==> src/rtl/riscv_pkg.sv <==
// Shared core definitions: default widths, register-file
// access sequencer states and the hardwired-zero register.
package riscv_pkg;

  localparam int DATA_W_DEF = 32;
  localparam int ADDR_W_DEF = 5;
  localparam int REG_ZERO   = 0;

  typedef enum logic [1:0] {
    IDLE    = 2'd0,
    RD_ADDR = 2'd1,
    RD_CAPT = 2'd2,
    HOLD    = 2'd3
  } state_e;

endpackage

==> src/rtl/reg_scoreboard.sv <==
// Busy bit per architectural register with one set port,
// one clear port and two combinational lookup ports.
module reg_scoreboard #(
  parameter int ADDR_W   = 5,
  parameter bit ZERO_REG = 1'b1
) (
  input  logic              clk_i,
  input  logic              rst_ni,
  input  logic              set_i,
  input  logic [ADDR_W-1:0] set_idx_i,
  input  logic              clr_i,
  input  logic [ADDR_W-1:0] clr_idx_i,
  input  logic [ADDR_W-1:0] rd_a_idx_i,
  input  logic [ADDR_W-1:0] rd_b_idx_i,
  output logic              busy_a_o,
  output logic              busy_b_o
);

  localparam int NREG = 1 << ADDR_W;

  logic [NREG-1:0] busy_q, busy_d;

  // Clear first so a same-edge set marks the new producer
  always_comb begin
    busy_d = busy_q;
    if (clr_i) busy_d[clr_idx_i] = 1'b0;
    if (set_i) busy_d[set_idx_i] = 1'b1;
    if (ZERO_REG) busy_d[0] = 1'b0;
  end

  // Busy bit storage
  always_ff @(posedge clk_i or negedge rst_ni) begin
    if (!rst_ni) busy_q <= '0;
    else         busy_q <= busy_d;
  end

  assign busy_a_o = busy_q[rd_a_idx_i];
  assign busy_b_o = busy_q[rd_b_idx_i];

endmodule

==> src/rtl/regfile_access_ctrl.sv <==
// Register-file initiator: sequences operand reads and
// writebacks, with a busy scoreboard and x0 hardwired to zero.
module regfile_access_ctrl
  import riscv_pkg::*;
#(
  parameter int DATA_W   = DATA_W_DEF,
  parameter int ADDR_W   = ADDR_W_DEF,
  parameter bit ZERO_REG = 1'b1
) (
  input  logic              CLK,
  input  logic              RST_N,
  input  logic              ISS_VALID,
  output logic              ISS_READY,
  input  logic [ADDR_W-1:0] ISS_RS1,
  input  logic [ADDR_W-1:0] ISS_RS2,
  input  logic [ADDR_W-1:0] ISS_RD,
  input  logic              ISS_RD_WE,
  output logic              OPR_VALID,
  input  logic              OPR_READY,
  output logic [DATA_W-1:0] OPR_A,
  output logic [DATA_W-1:0] OPR_B,
  output logic [ADDR_W-1:0] OPR_RD,
  output logic              OPR_RD_WE,
  input  logic              WB_VALID,
  output logic              WB_READY,
  input  logic [ADDR_W-1:0] WB_RD,
  input  logic [DATA_W-1:0] WB_DATA,
  output logic              RF_LD,
  output logic [ADDR_W-1:0] RF_SA,
  output logic [ADDR_W-1:0] RF_SB,
  output logic [ADDR_W-1:0] RF_DR,
  output logic [DATA_W-1:0] RF_D_IN,
  input  logic [DATA_W-1:0] RF_DATA_A,
  input  logic [DATA_W-1:0] RF_DATA_B
);

  localparam logic [ADDR_W-1:0] X0 = ADDR_W'(REG_ZERO);

  state_e state_q, state_d;

  logic [ADDR_W-1:0] rs1_q, rs2_q, rd_q;
  logic              we_q;
  logic [DATA_W-1:0] opa_q, opb_q;

  logic busy_a, busy_b;
  logic iss_rdy, wb_rdy;
  logic iss_acc, wb_acc, opr_acc;
  logic rf_we, sb_set;

  // Handshakes are gated by reset so nothing leaks while held
  assign wb_rdy  = RST_N && (state_q != RD_ADDR);
  assign iss_rdy = RST_N && (state_q == IDLE) &&
                   !WB_VALID && !busy_a && !busy_b;

  assign iss_acc = ISS_VALID && iss_rdy;
  assign wb_acc  = WB_VALID && wb_rdy;
  assign opr_acc = (state_q == HOLD) && OPR_READY;

  assign rf_we  = wb_acc && !(ZERO_REG && (WB_RD == X0));
  assign sb_set = opr_acc && we_q && (rd_q != X0);

  reg_scoreboard #(
    .ADDR_W   (ADDR_W),
    .ZERO_REG (ZERO_REG)
  ) u_sb (
    .clk_i      (CLK),
    .rst_ni     (RST_N),
    .set_i      (sb_set),
    .set_idx_i  (rd_q),
    .clr_i      (wb_acc),
    .clr_idx_i  (WB_RD),
    .rd_a_idx_i (ISS_RS1),
    .rd_b_idx_i (ISS_RS2),
    .busy_a_o   (busy_a),
    .busy_b_o   (busy_b)
  );

  // Next-state sequencing: one instruction in flight
  always_comb begin
    state_d = state_q;
    unique case (state_q)
      IDLE:    if (iss_acc) state_d = RD_ADDR;
      RD_ADDR: state_d = RD_CAPT;
      RD_CAPT: state_d = HOLD;
      HOLD:    if (opr_acc) state_d = IDLE;
      default: state_d = IDLE;
    endcase
  end

  // State register
  always_ff @(posedge CLK or negedge RST_N) begin
    if (!RST_N) state_q <= IDLE;
    else        state_q <= state_d;
  end

  // Latch the accepted issue bundle
  always_ff @(posedge CLK or negedge RST_N) begin
    if (!RST_N) begin
      rs1_q <= '0;
      rs2_q <= '0;
      rd_q  <= '0;
      we_q  <= 1'b0;
    end else if (iss_acc) begin
      rs1_q <= ISS_RS1;
      rs2_q <= ISS_RS2;
      rd_q  <= ISS_RD;
      we_q  <= ISS_RD_WE;
    end
  end

  // Capture read data once, masking x0 to zero
  always_ff @(posedge CLK or negedge RST_N) begin
    if (!RST_N) begin
      opa_q <= '0;
      opb_q <= '0;
    end else if (state_q == RD_CAPT) begin
      opa_q <= (ZERO_REG && rs1_q == X0) ? '0 : RF_DATA_A;
      opb_q <= (ZERO_REG && rs2_q == X0) ? '0 : RF_DATA_B;
    end
  end

  assign ISS_READY = iss_rdy;
  assign WB_READY  = wb_rdy;
  assign OPR_VALID = (state_q == HOLD);
  assign OPR_A     = opa_q;
  assign OPR_B     = opb_q;
  assign OPR_RD    = rd_q;
  assign OPR_RD_WE = we_q;

  // Read addresses follow the latch, so they hold otherwise
  assign RF_SA   = rs1_q;
  assign RF_SB   = rs2_q;
  assign RF_LD   = rf_we;
  assign RF_DR   = rf_we ? WB_RD : '0;
  assign RF_D_IN = rf_we ? WB_DATA : '0;

endmodule

==> config.mk <==
export PLATFORM = sky130hd
export DESIGN_NAME = regfile_access_ctrl
export DESIGN_NICKNAME = d
export VERILOG_FILES = /design/src/rtl/riscv_pkg.sv /design/src/rtl/reg_scoreboard.sv /design/src/rtl/regfile_access_ctrl.sv
export SDC_FILE = /design/constraint.sdc
export NUM_CORES = 1
export LEC_CHECK = 0
export BUFFER_PORTS_ARGS = -buffer_cell sky130_fd_sc_hd__buf_2
export CAP_MARGIN = 40
export CORE_MARGIN = 10
export CORE_UTILIZATION = 30
export DETAILED_ROUTE_END_ITERATION = 8
export PLACE_DENSITY = 0.57
export SLEW_MARGIN = 20
export SYNTH_ARGS = -nofsm -noshare
export SYNTH_HDL_FRONTEND = slang
export SYNTH_HIERARCHICAL = 1
export SYNTH_SLANG_ARGS = --single-unit
==> constraint.sdc <==
create_clock -name CLK -period 2.7 [get_ports CLK]
set_clock_uncertainty 0.15 [all_clocks]
set_input_delay 0.135 -clock CLK [delete_from_list [all_inputs] [get_ports CLK]]
set_output_delay 0.135 -clock CLK [all_outputs]
set_load 0.02 [all_outputs]
==> summary.md <==
| Metric | Value |
|---|---|
| Internal power | 5.36 mW |
| Synth area leaders | dfrtp_1 53%, a22o_1 11%, o21ai_0 5.8% |
| Max FO, Critical Path | 3 |
| Final setup vio count | 2 |
| Nets | 899 |
| Area occupied by registers | 2830 sq um |
| Fill count | 1590 |
| Crit. End Element | primary output |
| RSZ-0062 raised after global routing | yes |
| Multi-input logic area | about 2400 sq um |
| Ys async rst share | between 90% and 100% |
| Vias in the first global route | 5306 |
| Tcrit/Tclk final | 101% |
| Placed Area | between 6000 and 7000 sq um |
| Worst path required time | 2.41 ns |
| Leading area contributor after synthesis | dfrtp_1 |
| Largest net degree at the start of global routing | 47 |
| Min Tclk post-route | 2.72 ns |
| Cell row count | between 40 and 50 |
| Failing checks | negative setup slack |
| Io pins | 243 |
| Starting density of the core | 30.6% |
| Pre-CTS setup slack | -0.0122 ns |
| Net load switching power | between 3 and 4 mW |
| CTS root buf | clkbuf_16 |
| Num CTS Buffers | 17 |
| Post-synth top area share | 53.2% |
| Final setup slack of the worst path | -0.0197 ns |
| Slowest CP cell | mux4_2 |
| Combinational share of power | 41.8% |
| Number of flops mapped to enable cells by yosys | 0 |
| Avg WL per Cell | 19.5 microns |
| GPL Wtd Cong | 0.835 |
| Core region area | 17400 sq um |
| Total number of vias | ~5000 |
| Syn Nets | 567 |
| Post-route DRC | 0 |
| #FFs+latches synth | 113 |
| CP Class | reg2out |
| Drt total wl | 19700 microns |
| Crit path largest cell delay | 0.47 ns |
| Slew Limit Fails | 0 |
| Final hold violation count | 0 |
| Chip width | 153 microns |
| Final core occ | between 40% and 50% |
| Congestion Overflow GR | 0 |
| Cell count after synthesis | 440 |
| Leakage power | around 4.2 nW |
| HPWL after detailed placement | 14500 microns |
| Yosys cell types | 38 |
| H-tree levels | 4 |
| Initial antenna violation count | 2 |
| Clock power frac | 26.6% |
| Clock-pin slew on the worst setup and hold paths | 0.05 ns |
| Sw Ratio | 37.8% |
| YS warnings | 6 |
| Crit-path cells | mux4_2, nand2b_4, o2111ai_2, nand4_1, nor4b_4, buf_4, and2_4, buf_6 |
| First drt pass iteration count | 5 |
| Sink Count | 113 |
| Max Freq | 368 MHz |
| Mean Syn Cell Area | 12.1 sq um |
| Run status | finished with violations |
| Clock Path Buffers | 2 |
| Die height | 153 microns |
| First-pass GRT wire length | 30500 microns |
| Sequential fraction of the synthesis area | between 50% and 60% |
| Initial drt markers | approximately 280 |
| Via density | roughly 5.0 |
| IO Port Bufs | 242 |
| VDD IR max | 0.647 mV |
| Worst Path Arrival | 2.43 ns |
| All-Layer GR Usage | 16.1% |
| Fin area | 8280 sq um |
| Layout cell share with drive strength beyond 1 | 46.0% |
| Sequential share of power | 31.6% |
| Top delay family on crit path | simple AND/OR/NAND/NOR gates |
| Post-synthesis cell area | 5310 sq um |
| Worst-Skew Late Latency | 0.41 ns |
| Crit start category | register |
| PD cells | 1040 nW/um^2 |
| Ys flop type | dfrtp_1 |
| Slew @ Worst Pin | 0.604 ns |
| ANT nets after route | 0 |
| Hold crit path type | in2async |
| WP buf/inv | 2 |
| Relative slew slack | 59.7% |
| Area Growth Syn to Fin | 55.8% |
| Postcts setup bufs | 0 |
| Total die area | approximately 23000 sq um |
| Max-cap viol count | 0 |
| CTS tree | done |
Yosys cell counts, types with 6 or more instances:
cell and count:
a21oi_1 10, a22o_1 64, and2_1 6, and2_4 26, buf_2 6, clkbuf_1 9
dfrtp_1 113, mux2_2 7, mux2_4 10, mux2i_1 19, mux4_2 6, nand2_1 6
nand3_1 13, nand3b_1 10, nor2_1 11, o21ai_0 62
placed cells by master, fill, tap and decap left out, types with 13 or more instances in the layout:
master / n
buf_2: 240
dfrtp_1: 113
dlygate4sd3_1: 77
a22o_1: 64
o21ai_0: 62
and2_4: 27
mux2i_1: 19
clkbuf_16: 17
buf_4: 16
nand3_1: 13
sequential cells by signal, indices dropped and copies added, names as in the netlist:
name,count
OPR_A,32
OPR_B,32
u_sb/busy_q,31
OPR_RD,5
RF_SA,5
RF_SB,5
state_q,2
OPR_RD_WE,1
power by group through the flow:
| stage | logic, mW | registers, mW | clock network [mW] |
|---|---|---|---|
| global placement | 3.43 | 2.70 | 0 |
| detailed placement | 3.52 | 2.73 | 0 |
| finish | 3.60 | 2.72 | 2.29 |
| CTS | 3.61 | 2.71 | 2.32 |
| global route | 3.86 | 2.80 | 2.41 |
| floorplan | 1.51 | 3.38 | 0 |
final timing paths:
path	endpoint	from	cells after the start	slack, ns
worst max register to register	state_q[1]	u_sb/busy_q[23]	9	0
min in group CLK	state_q[0]	OPR_READY	4	0.05
max in group asynchronous	OPR_A[4]	RST_N	4	1.27
worst min-delay path	u_sb/busy_q[22]	RST_N	2	0.03
worst max-delay path	ISS_READY	u_sb/busy_q[23]	8	-0.02
worst min register to register	OPR_B[23]	OPR_B[23]	1	0.35
metal layers:
metal / routed length, microns / vias to the layer above / part of all wire (%) / track usage (%)
met4: 284 / 0 / 1.4 / 5.18
li1: - / 2320 / - / -
met1: 7800 / 2501 / 40 / 18.3
met5: 0 / - / 0 / 0
met3: 1070 / 23 / 5.4 / 4.99
met2: 10500 / 160 / 54 / 27.9
kinds of logic after synthesis:
kind of cell | count (synthesis) | synth area share, %
DFF | 113 | 53.2
AOI/OAI and AO/OA | 147 | 19.0
and+or+nand+nor | 104 | 13.1
muxes | 42 | 10.4
buffers and inverters | 29 | 3.06
adders and majority gates | 5 | 1.18
area by class of cell:
type                            count  area share [%]
Sequential cell                   113            34.2
Multi-Input combinational cell    299            28.9
Timing Repair Buffer              336            25.9
Clock buffer                       21            5.80
Tap cell                          225            3.40
Clock inverter                      9            1.59
Inverter                            5           0.227
Antenna cell                        2          0.0605
worst register-to-register path: stages (launching register included):
cell and delay [ns]:
dfrtp_1 0.39, mux4_2 0.47, nand2b_4 0.15, o2111ai_2 0.09, nand4_1 0.16, nor4b_4 0.35, buf_4 0.17, nand2_1 0.05
a21oi_1 0.24, mux2_2 0.37
per-stage QoR:
stage / hold WS [ns] / TNS, ns / total power [mW] / std cells
finish: 0.0307 / -0.0227 / 8.61 / 1010
detailed placement: -0.113 / -0.0122 / 6.24 / 900
global placement: -0.121 / 0 / 6.13 / 899
CTS: 0.0322 / -0.107 / 8.64 / 1007
global route: 0.0488 / -0.426 / 9.07 / 1010
floorplan: -0.311 / 0 / 4.89 / 440
repair_timing:
item                                    in CTS  in global routing
endpoints found under the setup margin      35                 50
hold buffers                                77                  0
cloned                                       0                  1
pin swaps                                    0                  4
hold endpoints to repair                   155                  0
gates resized for setup                      2                  9
No activity file was read; power rests on OpenSTA's default activity.
